`src/rtl/multicycle_sequencer_pkg.sv`:
```
// Shared encodings for the multicycle sequencer: states, opcode classes,
// mux selects, fault codes and the strobe bundle passed from decode to top.
package multicycle_pkg;

  localparam logic [3:0] S_FETCH   = 4'd0;
  localparam logic [3:0] S_DECODE  = 4'd1;
  localparam logic [3:0] S_EXEC_R  = 4'd2;
  localparam logic [3:0] S_EXEC_I  = 4'd3;
  localparam logic [3:0] S_WB_ALU  = 4'd4;
  localparam logic [3:0] S_EXEC_BR = 4'd5;
  localparam logic [3:0] S_JUMP    = 4'd6;
  localparam logic [3:0] S_LDI     = 4'd7;
  localparam logic [3:0] S_ADDR    = 4'd8;
  localparam logic [3:0] S_MEM_LD  = 4'd9;
  localparam logic [3:0] S_WB_LD   = 4'd10;
  localparam logic [3:0] S_MEM_ST  = 4'd11;
  localparam logic [3:0] S_HALT    = 4'd12;
  localparam logic [3:0] S_FAULT   = 4'd13;

  typedef enum logic [1:0] {
    CLS_ALU_R  = 2'd0,
    CLS_ALU_I  = 2'd1,
    CLS_BRANCH = 2'd2,
    CLS_MISC   = 2'd3
  } op_class_t;

  localparam logic [3:0] SUB_LOAD  = 4'h0;
  localparam logic [3:0] SUB_STORE = 4'h1;
  localparam logic [3:0] SUB_JUMP  = 4'h2;
  localparam logic [3:0] SUB_LDI   = 4'h3;
  localparam logic [3:0] SUB_HALT  = 4'hF;

  localparam logic [1:0] WD_MDR     = 2'd0;
  localparam logic [1:0] WD_ALU_OUT = 2'd1;
  localparam logic [1:0] WD_BIG_IMM = 2'd2;

  localparam logic [1:0] SRC_B_FOUR      = 2'd0;
  localparam logic [1:0] SRC_B_REG       = 2'd1;
  localparam logic [1:0] SRC_B_SHIFT_OFF = 2'd2;
  localparam logic [1:0] SRC_B_OFF       = 2'd3;

  localparam logic [1:0] PC_ALU_OUT    = 2'd0;
  localparam logic [1:0] PC_JUMP       = 2'd1;
  localparam logic [1:0] PC_ALU_DIRECT = 2'd2;

  localparam logic [3:0] ALU_OP_ADD = 4'h0;

  localparam logic [1:0] FAULT_NONE    = 2'd0;
  localparam logic [1:0] FAULT_ILLEGAL = 2'd1;
  localparam logic [1:0] FAULT_TIMEOUT = 2'd2;

  typedef struct packed {
    logic       mem_req;
    logic       mem_read;
    logic       mem_write;
    logic       mem_get_data;
    logic       ir_write;
    logic       mdr_write;
    logic       alu_out_write;
    logic       pc_write;
    logic       pc_write_cond;
    logic       reg_write;
    logic [1:0] reg_write_data_select;
    logic       alu_src_a;
    logic [1:0] alu_src_b;
    logic [1:0] pc_src;
    logic       retire;
  } ctrl_t;

  // State that follows DECODE for a given opcode class and MISC subcode.
  function automatic logic [3:0] decode_target(input logic [1:0] cls, input logic [3:0] sub);
    logic [3:0] nxt;
    nxt = S_FAULT;
    case (op_class_t'(cls))
      CLS_ALU_R:  nxt = S_EXEC_R;
      CLS_ALU_I:  nxt = S_EXEC_I;
      CLS_BRANCH: nxt = S_EXEC_BR;
      CLS_MISC: begin
        case (sub)
          SUB_LOAD, SUB_STORE: nxt = S_ADDR;
          SUB_JUMP:            nxt = S_JUMP;
          SUB_LDI:             nxt = S_LDI;
          SUB_HALT:            nxt = S_HALT;
          default:             nxt = S_FAULT;
        endcase
      end
      default: nxt = S_FAULT;
    endcase
    return nxt;
  endfunction

endpackage

```
`src/rtl/multicycle_sequencer_if.sv`:
```
// Memory request/ready handshake between the sequencer and the RAM.
interface multicycle_sequencer_if;
  logic mem_req;
  logic mem_read;
  logic mem_write;
  logic mem_get_data;
  logic mem_ready;

  modport master (output mem_req, mem_read, mem_write, mem_get_data, input mem_ready);
  modport slave  (input mem_req, mem_read, mem_write, mem_get_data, output mem_ready);
endinterface

```
`src/rtl/multicycle_ctrl_decode.sv`:
```
// Moore strobe decode: state (plus opcode for ALU ops, mem_ready for the
// completion strobes) mapped to every datapath enable and mux select.
module multicycle_ctrl_decode
  import multicycle_pkg::*;
#(
  parameter int OP_SIZE     = 6,
  parameter int ALU_OP_SIZE = 4
) (
  input  logic [3:0]             state,
  input  logic [OP_SIZE-1:0]     opcode,
  input  logic                   mem_ready,
  output ctrl_t                  ctrl,
  output logic [ALU_OP_SIZE-1:0] alu_op,
  output logic                   reg_track_select
);

  op_class_t cls;
  logic      track;
  logic      in_instr;

  assign cls   = op_class_t'(opcode[5:4]);
  assign track = (cls == CLS_ALU_I) || (cls == CLS_MISC);
  // DECODE..MEM_ST are numbered contiguously; the opcode is meaningful only there.
  assign in_instr = (state >= S_DECODE) && (state <= S_MEM_ST);

  always_comb begin
    ctrl             = '0;
    alu_op           = ALU_OP_SIZE'(ALU_OP_ADD);
    reg_track_select = in_instr & track;
    case (state)
      S_FETCH: begin
        ctrl.mem_req  = 1'b1;
        ctrl.mem_read = 1'b1;
        ctrl.pc_src   = PC_ALU_DIRECT;
        ctrl.ir_write = mem_ready;
        ctrl.pc_write = mem_ready;
      end
      S_DECODE: begin
        ctrl.alu_src_b     = SRC_B_SHIFT_OFF;
        ctrl.alu_out_write = 1'b1;
      end
      S_EXEC_R: begin
        ctrl.alu_src_a     = 1'b1;
        ctrl.alu_src_b     = SRC_B_REG;
        ctrl.alu_out_write = 1'b1;
        alu_op             = ALU_OP_SIZE'(opcode[3:0]);
      end
      S_EXEC_I: begin
        ctrl.alu_src_a     = 1'b1;
        ctrl.alu_src_b     = SRC_B_OFF;
        ctrl.alu_out_write = 1'b1;
        alu_op             = ALU_OP_SIZE'(opcode[3:0]);
      end
      S_WB_ALU: begin
        ctrl.reg_write             = 1'b1;
        ctrl.reg_write_data_select = WD_ALU_OUT;
        ctrl.retire                = 1'b1;
      end
      S_EXEC_BR: begin
        ctrl.alu_src_a     = 1'b1;
        ctrl.alu_src_b     = SRC_B_REG;
        ctrl.pc_write_cond = 1'b1;
        ctrl.pc_src        = PC_ALU_OUT;
        ctrl.retire        = 1'b1;
        alu_op             = ALU_OP_SIZE'(opcode[3:0]);
      end
      S_JUMP: begin
        ctrl.pc_write = 1'b1;
        ctrl.pc_src   = PC_JUMP;
        ctrl.retire   = 1'b1;
      end
      S_LDI: begin
        ctrl.reg_write             = 1'b1;
        ctrl.reg_write_data_select = WD_BIG_IMM;
        ctrl.retire                = 1'b1;
      end
      S_ADDR: begin
        ctrl.alu_src_a     = 1'b1;
        ctrl.alu_src_b     = SRC_B_OFF;
        ctrl.alu_out_write = 1'b1;
      end
      S_MEM_LD: begin
        ctrl.mem_req      = 1'b1;
        ctrl.mem_read     = 1'b1;
        ctrl.mem_get_data = 1'b1;
        ctrl.mdr_write    = mem_ready;
      end
      S_WB_LD: begin
        ctrl.reg_write             = 1'b1;
        ctrl.reg_write_data_select = WD_MDR;
        ctrl.retire                = 1'b1;
      end
      S_MEM_ST: begin
        ctrl.mem_req      = 1'b1;
        ctrl.mem_write    = 1'b1;
        ctrl.mem_get_data = 1'b1;
        ctrl.retire       = mem_ready;
      end
      default: ctrl = '0;
    endcase
  end

endmodule

```
`src/rtl/multicycle_sequencer.sv`:
```
// Multicycle control sequencer: state register, memory wait/timeout counter,
// sticky halt/fault status and cycle/retired-instruction counters.
module multicycle_sequencer
  import multicycle_pkg::*;
#(
  parameter int OP_SIZE     = 6,
  parameter int ALU_OP_SIZE = 4,
  parameter int CNT_WIDTH   = 32,
  parameter int MEM_TIMEOUT = 0
) (
  input  logic                   clk,
  input  logic                   rst,
  input  logic [OP_SIZE-1:0]     opcode,
  multicycle_sequencer_if.master mem,
  output logic                   ir_write,
  output logic                   mdr_write,
  output logic                   alu_out_write,
  output logic                   pc_write,
  output logic                   pc_write_cond,
  output logic                   reg_write,
  output logic [1:0]             reg_write_data_select,
  output logic                   alu_src_a,
  output logic [1:0]             alu_src_b,
  output logic [ALU_OP_SIZE-1:0] alu_op,
  output logic [1:0]             pc_src,
  output logic                   reg_track_select,
  output logic [3:0]             state,
  output logic                   halted,
  output logic                   fault,
  output logic [1:0]             fault_code,
  output logic [CNT_WIDTH-1:0]   cycle_count,
  output logic [CNT_WIDTH-1:0]   instr_count
);

  localparam int WAIT_W = (MEM_TIMEOUT > 1) ? $clog2(MEM_TIMEOUT) : 1;
  localparam logic [WAIT_W-1:0] WAIT_LAST = WAIT_W'((MEM_TIMEOUT > 0) ? MEM_TIMEOUT - 1 : 0);

  ctrl_t             ctrl;
  logic [3:0]        state_nxt;
  logic [1:0]        fault_code_nxt;
  logic [WAIT_W-1:0] wait_cnt;
  logic              mem_phase;
  logic              timeout_hit;

  multicycle_ctrl_decode #(
    .OP_SIZE     (OP_SIZE),
    .ALU_OP_SIZE (ALU_OP_SIZE)
  ) u_decode (
    .state            (state),
    .opcode           (opcode),
    .mem_ready        (mem.mem_ready),
    .ctrl             (ctrl),
    .alu_op           (alu_op),
    .reg_track_select (reg_track_select)
  );

  assign mem.mem_req           = ctrl.mem_req;
  assign mem.mem_read          = ctrl.mem_read;
  assign mem.mem_write         = ctrl.mem_write;
  assign mem.mem_get_data      = ctrl.mem_get_data;
  assign ir_write              = ctrl.ir_write;
  assign mdr_write             = ctrl.mdr_write;
  assign alu_out_write         = ctrl.alu_out_write;
  assign pc_write              = ctrl.pc_write;
  assign pc_write_cond         = ctrl.pc_write_cond;
  assign reg_write             = ctrl.reg_write;
  assign reg_write_data_select = ctrl.reg_write_data_select;
  assign alu_src_a             = ctrl.alu_src_a;
  assign alu_src_b             = ctrl.alu_src_b;
  assign pc_src                = ctrl.pc_src;

  assign halted = (state == S_HALT);
  assign fault  = (state == S_FAULT);

  assign mem_phase = (state == S_FETCH) || (state == S_MEM_LD) || (state == S_MEM_ST);
  // Timeout fires on the last permitted wait cycle only if ready is still low, so ready wins ties.
  assign timeout_hit = (MEM_TIMEOUT > 0) && mem_phase && !mem.mem_ready && (wait_cnt == WAIT_LAST);

  always_comb begin
    state_nxt      = state;
    fault_code_nxt = fault_code;
    case (state)
      S_FETCH:  if (mem.mem_ready) state_nxt = S_DECODE;
      S_DECODE: begin
        state_nxt = decode_target(opcode[5:4], opcode[3:0]);
        if (state_nxt == S_FAULT) fault_code_nxt = FAULT_ILLEGAL;
      end
      S_EXEC_R, S_EXEC_I: state_nxt = S_WB_ALU;
      S_WB_ALU, S_EXEC_BR, S_JUMP, S_LDI, S_WB_LD: state_nxt = S_FETCH;
      S_ADDR:   state_nxt = (opcode[3:0] == SUB_STORE) ? S_MEM_ST : S_MEM_LD;
      S_MEM_LD: if (mem.mem_ready) state_nxt = S_WB_LD;
      S_MEM_ST: if (mem.mem_ready) state_nxt = S_FETCH;
      S_HALT, S_FAULT: state_nxt = state;
      default:  state_nxt = S_FETCH;
    endcase
    if (timeout_hit) begin
      state_nxt      = S_FAULT;
      fault_code_nxt = FAULT_TIMEOUT;
    end
  end

  always_ff @(posedge clk or posedge rst) begin
    if (rst) begin
      state       <= S_FETCH;
      fault_code  <= FAULT_NONE;
      wait_cnt    <= '0;
      cycle_count <= '0;
      instr_count <= '0;
    end else begin
      state      <= state_nxt;
      fault_code <= fault_code_nxt;
      // Staying in a memory state means another wait; any transition restarts the count.
      wait_cnt   <= (mem_phase && (state_nxt == state)) ? wait_cnt + WAIT_W'(1) : '0;
      if (!halted && !fault) cycle_count <= cycle_count + CNT_WIDTH'(1);
      if (ctrl.retire)       instr_count <= instr_count + CNT_WIDTH'(1);
    end
  end

endmodule

```
`src/flat_wrapper.sv`:
```
// flat-port wrapper written by rule: the top's interface ports become plain ports
module multicycle_sequencer_flat import multicycle_pkg::*;
#(
  parameter int OP_SIZE     = 6,
  parameter int ALU_OP_SIZE = 4,
  parameter int CNT_WIDTH   = 32,
  parameter int MEM_TIMEOUT = 0
)
  (clk, rst, opcode, ir_write, mdr_write, alu_out_write, pc_write, pc_write_cond, reg_write, reg_write_data_select, alu_src_a, alu_src_b, alu_op, pc_src, reg_track_select, state, halted, fault, fault_code, cycle_count, instr_count, mem_mem_req, mem_mem_read, mem_mem_write, mem_mem_get_data, mem_mem_ready);
  multicycle_sequencer_if mem_i ();
  input  logic clk;
  input  logic rst;
  input  logic [OP_SIZE-1:0] opcode;
  output logic ir_write;
  output logic mdr_write;
  output logic alu_out_write;
  output logic pc_write;
  output logic pc_write_cond;
  output logic reg_write;
  output logic [1:0] reg_write_data_select;
  output logic alu_src_a;
  output logic [1:0] alu_src_b;
  output logic [ALU_OP_SIZE-1:0] alu_op;
  output logic [1:0] pc_src;
  output logic reg_track_select;
  output logic [3:0] state;
  output logic halted;
  output logic fault;
  output logic [1:0] fault_code;
  output logic [CNT_WIDTH-1:0] cycle_count;
  output logic [CNT_WIDTH-1:0] instr_count;
  output wire logic [$bits(mem_i.mem_req)-1:0] mem_mem_req;
  output wire logic [$bits(mem_i.mem_read)-1:0] mem_mem_read;
  output wire logic [$bits(mem_i.mem_write)-1:0] mem_mem_write;
  output wire logic [$bits(mem_i.mem_get_data)-1:0] mem_mem_get_data;
  input wire logic [$bits(mem_i.mem_ready)-1:0] mem_mem_ready;
  assign mem_mem_req = mem_i.mem_req;
  assign mem_mem_read = mem_i.mem_read;
  assign mem_mem_write = mem_i.mem_write;
  assign mem_mem_get_data = mem_i.mem_get_data;
  assign mem_i.mem_ready = mem_mem_ready;
  multicycle_sequencer #(.OP_SIZE(OP_SIZE), .ALU_OP_SIZE(ALU_OP_SIZE), .CNT_WIDTH(CNT_WIDTH), .MEM_TIMEOUT(MEM_TIMEOUT)) u_core (.clk(clk), .rst(rst), .opcode(opcode), .mem(mem_i), .ir_write(ir_write), .mdr_write(mdr_write), .alu_out_write(alu_out_write), .pc_write(pc_write), .pc_write_cond(pc_write_cond), .reg_write(reg_write), .reg_write_data_select(reg_write_data_select), .alu_src_a(alu_src_a), .alu_src_b(alu_src_b), .alu_op(alu_op), .pc_src(pc_src), .reg_track_select(reg_track_select), .state(state), .halted(halted), .fault(fault), .fault_code(fault_code), .cycle_count(cycle_count), .instr_count(instr_count));
endmodule
```
`config.mk`:
```
export PLATFORM = sky130hd
export DESIGN_NAME = multicycle_sequencer_flat
export DESIGN_NICKNAME = d
export VERILOG_FILES = /design/src/rtl/multicycle_sequencer_pkg.sv /design/src/rtl/multicycle_sequencer_if.sv /design/src/rtl/multicycle_ctrl_decode.sv /design/src/rtl/multicycle_sequencer.sv /design/src/flat_wrapper.sv
export SDC_FILE = /design/constraint.sdc
export NUM_CORES = 1
export LEC_CHECK = 0
export CAP_MARGIN = 20
export CORE_MARGIN = 10
export CORE_UTILIZATION = 46
export DETAILED_ROUTE_END_ITERATION = 6
export PLACE_DENSITY = 0.9
export SLEW_MARGIN = 10
export SYNTH_ARGS = -nofsm -noshare
export SYNTH_HDL_FRONTEND = slang
export SYNTH_SLANG_ARGS = --single-unit
```
`constraint.sdc`:
```
create_clock -name clk -period 4.2 [get_ports clk]
set_input_delay 0.84 -clock clk [delete_from_list [all_inputs] [get_ports clk]]
set_output_delay 0.84 -clock clk [all_outputs]
set_load 0.03 [all_outputs]
```
After elaboration in Yosys (flattened, before gate mapping)
Index checks and enable logic that the tools add are counted.

operators by class
  add/sub/neg operators = 2
  order comparisons = 2
  equality and inequality tests = 24
  mux-type cells = 23
  bitwise logic cells = 2
  reduce and logical (&&, ||, !) cells = 22

operators with widths
  kind                                                  number
  adder 32 x 1 -> 32 bit (second input constant)        2
  equality test 4 bit (second input constant)           8
  one-hot mux 4 bit (4 select lines)                    2
  one-hot mux 4 bit (7 select lines)                    1
  two-way mux 4 bit                                     5
  equality test 4 x 2 -> 1 bit (second input constant)  4
  equality test 4 x 3 -> 1 bit (second input constant)  4
  OR reduction 2 bit                                    7
  two-way mux 1 bit                                     9
  one-hot mux 3 bit (3 select lines)                    1
  equality test 4 x 1 -> 1 bit (second input constant)  2
  zero test 4 bit                                       2
  OR reduction 4 bit                                    2
  inequality test 2 bit (second input constant)         3
  one-hot mux 2 bit (3 select lines)                    1
  OR reduction 3 bit                                    2
  OR reduction 5 bit                                    1
  equality test 2 bit (second input constant)           2
  >= comparator 4 x 1 -> 1 bit (second input constant)  1
  <= comparator 4 bit (second input constant)           1
  one-hot mux 1 bit (2 select lines)                    2
  one-hot mux 2 bit (2 select lines)                    1
  AND reduction 4 bit                                   1
  equality test 2 x 1 -> 1 bit (second input constant)  1
  other kinds (8)                                       10

word-level totals
  register bits after elaboration = 69
  input port bits = 9
  output and inout bits = 94
  word-level logic and storage cells = 79

Longest topological paths before layout
Gate-level depths: netlist of the first run.

  depth in word-level cells = 7
  gate-level depth with buffers = 8
  mapped depth without buffers = 6

Hierarchy
Synthesis of the first run repeated with hierarchy kept, for this count alone.

second synthesis, totals
  cell total of the unflattened synthesis = 334
  area total of the unflattened synthesis = 3570.9 um2

by module, submodules not included
  module                  instances  cells each  area each (um2)  sequential area each (um2)
  multicycle_sequencer    1          289         3290.7           1726.7
  multicycle_ctrl_decode  1          45          280.3            0.0

Worst setup path after synthesis of the first run
No wires, ideal clock.

  path kind = flip-flop to output port
  start point = reg u_core.state[3]
  end point = out mem_mem_read
  arrival = 1962 ps
  path slack = 1398 ps
  stages on the path, launching flop included = 5
  cell sequence = dfrtp_1 buf_4 clkbuf_1 nor2b_1 nor4_1

on the way
  cells in the longest elaborated chain, start to end = 3
  elaborated cells on any way between the ends = 4
  classes of those cells = eq/ne: 1; mux: 1; reduce/logical: 2

RTL lines
  what                                                           RTL line                      text
  start, declared                                                multicycle_sequencer.sv:27    output logic [3:0] state,
  start signal, assigned                                         multicycle_sequencer.sv:110   state <= state_nxt;
  equality test 4 bit / zero test 4 bit (equally long branches)  n/a
  OR reduction 2 bit (no line) *                                 n/a
  two-way mux 1 bit *                                            multicycle_ctrl_decode.sv:30  case (state)
  end, declared                                                  flat_wrapper.sv:33            output wire logic [$bits(mem_i.mem_read)-1:0] mem_mem_read;

Every way passes the cells marked *; elsewhere a longest branch is shown, timed or not.

Final worst setup path of the first run
  start point = reg u_core.state[0]
  end point = out pc_write

on the way
  cells in the longest elaborated chain, start to end = 2
  elaborated cells on any way between the ends = 3
  classes of those cells = eq/ne: 1; mux: 1; reduce/logical: 1

RTL lines
  what                                                                    RTL line                      text
  equality test 4 x 3 -> 1 bit / zero test 4 bit (equally long branches)  n/a
  one-hot mux 1 bit (2 select lines) *                                    multicycle_ctrl_decode.sv:30
  end, declared                                                           flat_wrapper.sv:17            output logic pc_write;

Marks and branches as above.

==> results of run 1 <==
-- kinds of logic after synthesis --
logic type,Yosys count,share of synthesized area
flops,69,0.484
other cells,1,0.00105
xor+xnor,63,0.155
simple gates,177,0.267
compound gates,22,0.0396
fa+ha+maj,2,0.00701
mux,1,0.00316
buf+inv,30,0.0435
-- worst min-delay path by stage --
stage / start / end / slack, ns / cells past startpoint
floorplan: u_core.instr_count[31] / u_core.instr_count[31] / 0.65 / 1
global placement: u_core.cycle_count[31] / u_core.cycle_count[31] / 0.46 / 1
detailed placement: u_core.fault_code[0] / u_core.fault_code[0] / 0.47 / 1
CTS: u_core.cycle_count[31] / u_core.cycle_count[31] / 0.49 / 1
global route: u_core.cycle_count[31] / u_core.cycle_count[31] / 0.50 / 1
finish: u_core.cycle_count[31] / u_core.cycle_count[31] / 0.48 / 1
-- worst reg2reg max path, stage by stage, from the launching register on --
cell and delay (ns):
dfrtp_1 0.73, nand3b_4 0.33, nand4_4 0.16, nor4_1 0.88, nand4_1 0.20, xnor2_1 0.17
-- final cells by class --
| type | instances | share of cell area |
|---|---|---|
| clock inverter | 5 | 0.0221 |
| sequential | 69 | 0.355 |
| timing repair buffer | 103 | 0.211 |
| multi-input combinational | 266 | 0.347 |
| inverter | 12 | 0.00952 |
| tap | 102 | 0.0263 |
| clock buffer | 11 | 0.0291 |
-- per-stage QoR --
step / cell area, um2 / worst slack, ns / power [uW] / hold slack (ns) / cells
6_report: 4860 / 0.788 / 2690 / 0.479 / 568
5_1_grt: 4860 / 0.657 / 2840 / 0.499 / 568
4_1_cts: 4860 / 0.795 / 2710 / 0.485 / 568
3_5_place_dp: 4610 / 0.896 / 2040 / 0.468 / 552
3_3_place_gp: 4610 / 0.939 / 2010 / 0.461 / 552
2_1_floorplan: 3570 / 1.40 / 1640 / 0.649 / 365
-- registers in the layout, summed over array words and instances (netlist names) --
register,cells
u_core.fault_code,1
u_core.state,4
u_core.cycle_count,32
u_core.instr_count,32
-- layer usage --
metal | global-route usage | vias to the layer above
met5 | 0 | -
met4 | 0.0515 | 0
met3 | 0.0518 | 13
met2 | 0.242 | 99
met1 | 0.187 | 1460
li1 | - | 1420
-- cells in the mapped netlist, types with 2 or more instances --
library cell / number / area share
nand4_1: 13 / 0.023
xor2_1: 20 / 0.049
inv_1: 11 / 0.012
nor3_1: 14 / 0.020
a21oi_1: 8 / 0.011
or3_1: 3 / 0.0053
nand3_1: 17 / 0.024
nand2_1: 41 / 0.043
nor4_1: 6 / 0.011
and3_1: 9 / 0.016
o21ai_0: 7 / 0.0098
and2_1: 8 / 0.014
nor2_1: 41 / 0.043
nor4_2: 2 / 0.0070
xnor2_1: 43 / 0.11
and4_1: 8 / 0.020
ha_1: 2 / 0.0070
buf_4: 9 / 0.019
nand2b_1: 4 / 0.0070
or2_2: 2 / 0.0035
dfrtp_1: 69 / 0.48
a31oi_1: 2 / 0.0035
nor2b_1: 3 / 0.0053
clkbuf_1: 7 / 0.0074
-- where the power goes --
part | total, uW | switching (uW) | internal, uW
clock | 660 | 247 | 413
sequential | 911 | 167 | 744
combinational | 1110 | 657 | 458
total | 2690 | 1070 | 1620
-- cells in the final DEF, fill, tap and decap left out, types with 4 or more instances in the layout --
cell / synthesis / routed
nor3_1: 14 / 14
nand2b_1: 4 / 4
clkdlybuf4s50_1: 0 / 101
xor2_1: 20 / 20
nand4_1: 13 / 13
dfrtp_1: 69 / 69
nor4_1: 6 / 6
and4_1: 8 / 8
clkbuf_8: 0 / 10
nand2_1: 41 / 41
o21ai_0: 7 / 7
a21oi_1: 8 / 8
and3_1: 9 / 9
nor2_1: 41 / 41
xnor2_1: 43 / 43
nand3_1: 17 / 17
and2_1: 8 / 8
inv_1: 11 / 10
==> flow_summary.ini, run 1 <==
[sta]
fin_crit_ns = 3.41
slew_headroom = 0.315
skew_ns = 0.0142
slew_viol_final = 0
tightest_slew_ns = 1.02
hold_viol_final = 0
max_freq_mhz = 293
finalSetupViolations = 0
finalCritPeriodShare = 0.812
setup_tns_ns = 0
rsz0062_at_grt = no

[worst_setup_path]
critPathKind = register to output pin
worstPathMaxFanout = 22
slowest_delay_ns = 0.66
crit_path_end = pc_write
critPathLaunch = u_core.state[0]
crit_chain = nor4_1 -> and2_1 -> or2_2 -> clkdlybuf4s50_1
arrival_ns = 2.57
cp.depth = 4
r2r_start = u_core.state[1]
end_kind = output pin
crit_required_ns = 3.36
worstRegToRegCells = 5
path_delay_family = simple AND/OR/NAND/NOR gates
critPathBufInv = 1
r2r-end = u_core.cycle_count[25]
critPathSlowestCell = clkdlybuf4s50_1
ff2ff_setup_slack_ns = 1.62
crit_path_start_kind = register

[route]
drt.antenna.violating_nets = 0
dr.pass1.iters = 4
met2_length_um = 4320
via_per_inst = 5.27
highest_layer = met4
wl_met1_um = 3680
wire_per_inst_um = 15.6
wirelength_um = 8890
dr.first_iter.drc_count = 151
met3_length_um = 781
drcViolationCount = 0
num_vias = 2992

[die]
pin_count = 103
fp-row-count = 32
core_area_um2 = 7650
die_x_um = 108
start_util = 0.466
die_area_um2 = 11700
die-height_um = 108

[final_layout]
regArea_um2 = 1730
nFillCells = 625
antenna_cells = 0
multiInputGateArea_um2 = 1690
drive_gt1_frac = 0.0665
fin_util = 0.636
final_nets = 472
syn_to_final_growth_pct = 36.3

[clocking]
root_buffer = clkbuf_8
cts_hold_buf = 0
htree_levels = 3
cts_tree = built
clk_latency_ns = 0.34
cts.repair.resized = 0
clockBufferDepth = 2
clkTransAtPathRegs_ns = 0.08
cts.sinks = 69
post-cts-setup-buffers = 0
cts_made_buffers = 9

[logic_synthesis]
synth_edf_count = 0
seq_area_frac_synth = 0.484
postSynth.asyncResetShare = 1.00
syn_avg_cell_area_um2 = 9.77
ys_ff_latch = 69
syn_nets = 376
synthesis.instances = 365
ys.flop_type = dfrtp_1
syn-cell-area_um2 = 3570
ys_types = 40
ys_warn_count = 0

[placed_design]
dpl.hpwl_um = 6720
io_buffers = 101
gp_congestion = 0.859

[global_routing]
grt_first_pass_wirelength_um = 14500
grt.total_usage = 0.151
grt_max_degree = 54
grt_pass1_vias = 2885
grt_overflow_total = 0
grt_antenna_before_repair = 0

[power]
power.leakage_uw = 0.00211
vdd_drop_max_v = 0.000559
power_density_nw_per_um2 = 553

[flow_run]
cap_viol_max_count = 0

[outcome]
outcome = finished clean

[hold_path]
hold_path.class = register to register
No activity file was read; power rests on OpenSTA's default activity.
==> run 2: changes to the inputs <==
==> constraint.sdc (replaced) <==
create_clock -name clk -period 3.2 [get_ports clk]
set_input_delay 0.64 -clock clk [delete_from_list [all_inputs] [get_ports clk]]
set_output_delay 0.64 -clock clk [all_outputs]
set_load 0.03 [all_outputs]
==> run 2 against run 1 <==
Global-route usage up 0.35 points. Critical endpoint unchanged. Largest power group unchanged. Power up 32%. Register-to-register slack worse by 0.55 ns. Largest cell class unchanged. Sequential power up 26%.
==> flow_summary.ini, run 2 (synthesis gave the netlist of run 1 again) <==
[hold_path]
min_from = u_core.cycle_count[31]
min_path_cells = 1
hold_path.class = register to register
whs_endpoint = u_core.cycle_count[31]

[final_layout]
antenna_cells = 0
layout_common_cells = 101 x clkdlybuf4s50_1, 67 x dfrtp_1, 43 x xnor2_1
final_nets = 475
fin_util = 0.642
largestRegisters = u_core.cycle_count: 32 flops, u_core.instr_count: 32 flops, u_core.state: 4 flops
syn_to_final_growth_pct = 37.5
final_common_cell = clkdlybuf4s50_1
drive_gt1_frac = 0.0789

[sta]
fin_crit_ns = 3.00
rsz0062_at_grt = no
setup_tns_ns = 0
tightest_slew_ns = 0.528
skew_ns = 0.00902
finalSetupViolations = 0
timing.hold.ws_ns = 0.477
finalCritPeriodShare = 0.938
slew_viol_final = 0
max_freq_mhz = 333
slew_headroom = 0.644
hold_viol_final = 0

[clocking]
clockBufferDepth = 2
cts.sinks = 69
cts_tree = built
root_buffer = clkbuf_8
clk_latency_ns = 0.34
htree_levels = 3
cts_hold_buf = 0
clkTransAtPathRegs_ns = 0.08
cts_made_buffers = 9

[flow_run]
cap_viol_max_count = 0

[route]
dr.first_iter.drc_count = 132
num_vias = 2920
drt.antenna.violating_nets = 0
dr.pass1.iters = 4
wire_per_inst_um = 15.4
drcViolationCount = 0
via_per_inst = 5.11
wirelength_um = 8780

[worst_setup_path]
critPathKind = register to output pin
worstPathMaxFanout = 17
critPathLaunch = u_core.state[2]
critPathSlowestCell = clkdlybuf4s50_1
arrival_ns = 2.36
slowest_delay_ns = 0.68
r2r_start = u_core.state[1]
crit_chain = nor4_1 -> and2_1 -> or2_2 -> clkdlybuf4s50_1
ff2ff_setup_slack_ns = 1.07
crit_required_ns = 2.56
r2r-end = u_core.cycle_count[21]
crit_path_start_kind = register
end_kind = output pin
worstRegToRegCells = 6

[global_routing]
grt_first_pass_wirelength_um = 14900
grt_antenna_before_repair = 0
grt.total_usage = 0.155
met3_usage = 0.0648
grt_overflow_total = 0
grt_max_degree = 70
grt_util_met1 = 0.178
grt_pass1_vias = 3019
use_met2 = 0.263
grt_busiest_layer = met2

[power]
power_density_nw_per_um2 = 725
vdd_drop_max_v = 0.000569
power.leakage_uw = 0.00213

[placed_design]
gp_congestion = 0.853
io_buffers = 101
dpl.hpwl_um = 6650

[die]
die_area_um2 = 11700
core_area_um2 = 7650
die_x_um = 108
fp-row-count = 32
start_util = 0.466
die-height_um = 108
pin_count = 103

[outcome]
outcome = finished clean
-- run 2: worst max-delay path by stage --
stage | to | slack, ns
2_1_floorplan | mem_mem_read | 0.60
3_3_place_gp | pc_write | 0.34
5_1_grt | alu_op[3] | 0.04
4_1_cts | alu_op[3] | 0.01
3_5_place_dp | pc_write | 0.28
6_report | pc_write | 0.20
-- run 2: routing by layer --
layer,wire length (um),vias to the layer above
met5,0,-
met4,57,0
met3,758,7
met2,4390,97
met1,3570,1387
li1,-,1429
-- run 2: area by class of cell --
type,instances,area (um2)
clock buffer,11,151
inverter,12,45.0
timing repair buffer,106,1060
tap,102,128
sequential,69,1730
clock inverter,5,106
fill,589,2740
multi-input combinational,266,1690
-- run 2: per-stage QoR --
step | std cells | area (um2) | worst slack [ns] | power, uW
2_1_floorplan | 365 | 3570 | 0.598 | 2150
3_3_place_gp | 555 | 4650 | 0.338 | 2660
3_5_place_dp | 555 | 4650 | 0.283 | 2690
4_1_cts | 571 | 4900 | 0.0110 | 3590
5_1_grt | 571 | 4910 | 0.0379 | 3760
6_report | 571 | 4910 | 0.199 | 3560
-- run 2: repair_timing --
action | 4_1_cts | 5_1_grt
endpoints found under the setup margin | 0 | 8
setup buffers | 0 | 0
gates resized for setup | 0 | 2
-- run 2: where the power goes --
part           internal [uW]  switching [uW]  leakage, uW  total [uW]
Sequential               979             175     0.000905        1150
Clock                    561             323     0.000126         885
Combinational            617             901      0.00110        1520
-- run 2: worst max-delay path: cells and delay by family, from the launching register on --
| kind | cells | cell delay [ns] |
|---|---|---|
| and+or+nand+nor | 3 | 0.83 |
| DFF | 1 | 0.52 |
| buffers and inverters | 1 | 0.68 |
==> run 3: changes to the inputs <==
--- a/config.mk
+++ b/config.mk
@@ -9,7 +9,7 @@
 export CORE_MARGIN = 10
 export CORE_UTILIZATION = 46
 export DETAILED_ROUTE_END_ITERATION = 6
-export PLACE_DENSITY = 0.9
+export PLACE_DENSITY_LB_ADDON = 0.05
 export SLEW_MARGIN = 10
 export SYNTH_ARGS = -nofsm -noshare
 export SYNTH_HDL_FRONTEND = slang
==> run 3 against run 2 <==
Non-clock buffer count rose by 1. Wire length shrank 2.8%. Maximum frequency shrank 2.3%. Clock power decreased by 2%. Clock skew increased by 0.0024 ns. Critical path type unchanged.
==> flow_summary.ini, run 3 (synthesis gave the netlist of run 1 again) <==
[outcome]
outcome = finished clean

[global_routing]
grt.total_usage = 0.151
grt_pass1_vias = 2906
grt_first_pass_wirelength_um = 14400
grt_max_degree = 38
grt_overflow_total = 0
grt_antenna_before_repair = 0

[route]
wire_per_inst_um = 14.9
met3_length_um = 697
wl_met1_um = 3660
wirelength_um = 8530
dr.first_iter.drc_count = 101
drt.antenna.violating_nets = 0
met2_length_um = 4060
via_per_inst = 5.05
dr.pass1.iters = 4
highest_layer = met4
drcViolationCount = 0
num_vias = 2889

[clocking]
clockBufferDepth = 2
post-cts-setup-buffers = 0
clk_latency_ns = 0.34
cts_made_buffers = 9
htree_levels = 3
root_buffer = clkbuf_8
cts.repair.resized = 0
cts.sinks = 69
cts_tree = built
clkTransAtPathRegs_ns = 0.08
cts_hold_buf = 0

[worst_setup_path]
path_delay_family = simple AND/OR/NAND/NOR gates
critPathKind = register to output pin
worstPathMaxFanout = 17
crit_chain = nor4_1 -> and2_1 -> or2_2 -> clkdlybuf4s50_1
worstRegToRegCells = 6
crit_path_start_kind = register
ff2ff_setup_slack_ns = 1.02
r2r_start = u_core.state[3]
end_kind = output pin
arrival_ns = 2.43
crit_required_ns = 2.56
r2r-end = u_core.instr_count[19]
critPathBufInv = 1
slowest_delay_ns = 0.66
critPathSlowestCell = clkdlybuf4s50_1

[die]
fp-row-count = 32
pin_count = 103
die-height_um = 108
die_area_um2 = 11700
start_util = 0.466
die_x_um = 108
core_area_um2 = 7650

[sta]
finalSetupViolations = 0
tightest_slew_ns = 0.697
fin_crit_ns = 3.07
rsz0062_at_grt = no
hold_viol_final = 0
finalWorstSetupSlack_ns = 0.130
finalCritPeriodShare = 0.959
slew_headroom = 0.534
slew_viol_final = 0
setup_tns_ns = 0
max_freq_mhz = 326
skew_ns = 0.0114

[hold_path]
min_path_cells = 1
min_from = u_core.instr_count[31]
hold_path.class = register to register
whs_endpoint = u_core.instr_count[31]

[power]
vdd_drop_max_v = 0.000553
power.leakage_uw = 0.00213
power_density_nw_per_um2 = 720

[final_layout]
antenna_cells = 0
multiInputGateArea_um2 = 1690
regArea_um2 = 1730
syn_to_final_growth_pct = 37.5
drive_gt1_frac = 0.0766
nFillCells = 662
final_nets = 476
final_common_cell = clkdlybuf4s50_1
layout_common_cells = 101 x clkdlybuf4s50_1, 68 x dfrtp_1, 43 x xnor2_1
largestRegisters = u_core.cycle_count: 32 flops, u_core.instr_count: 32 flops, u_core.state: 4 flops
finalInstanceArea_um2 = 4900

[placed_design]
io_buffers = 101
dpl.hpwl_um = 6520
placed_cell_area_um2 = 4650
gp_congestion = 0.808
pre_cts_slack_ns = 0.305

[flow_run]
cap_viol_max_count = 0
==> run 3: stage by stage <==
stage	cells	hold slack, ns	total power (uW)	util
final	572	0.470	3530	0.641
after global routing	572	0.482	3740	0.641
after CTS	572	0.474	3580	0.641
after detailed placement	556	0.463	2700	0.608
after global placement	556	0.457	2690	0.608
after floorplan	365	0.649	2150	-
==> run 3: routing by layer <==
metal  global-route usage  vias up
met4               0.0573        0
met2                0.241       81
met5                    0        -
li1                     -     1431
met1                0.183     1369
met3               0.0541        8
==> run 3: power breakdown <==
part	internal, uW	switching (uW)
Combinational	621	910
Sequential	979	156
Clock	542	324
==> run 3: cell type report <==
type                    instances  share of cell area
flip-flops and latches         69               0.352
multi-input cells             266               0.344
repair buffers                107               0.218
clock buffers                  11              0.0288
well taps                     102              0.0260
clock inverters                 5              0.0219
inverters                      12             0.00919
==> run 3: worst reg2reg max path, stage by stage (launching register included) <==
cell      delay [ns]
dfrtp_1         0.47
buf_4           0.25
nand2b_4        0.09
o31ai_4         0.47
nand3_4         0.23
or3_1           0.43
xnor2_1         0.13
==> run 3: worst max-delay path by stage <==
| stage | startpoint | to | slack (ns) | depth (start not counted) |
|---|---|---|---|---|
| 4_1_cts | u_core.state[2] | pc_write | 0.002 | 4 |
| 3_3_place_gp | mem_mem_ready | pc_write | 0.33 | 4 |
| 2_1_floorplan | u_core.state[3] | mem_mem_read | 0.60 | 4 |
| 6_report | u_core.state[2] | pc_write | 0.13 | 4 |
| 3_5_place_dp | mem_mem_ready | pc_write | 0.30 | 4 |
| 5_1_grt | u_core.state[2] | pc_write | 0.05 | 4 |
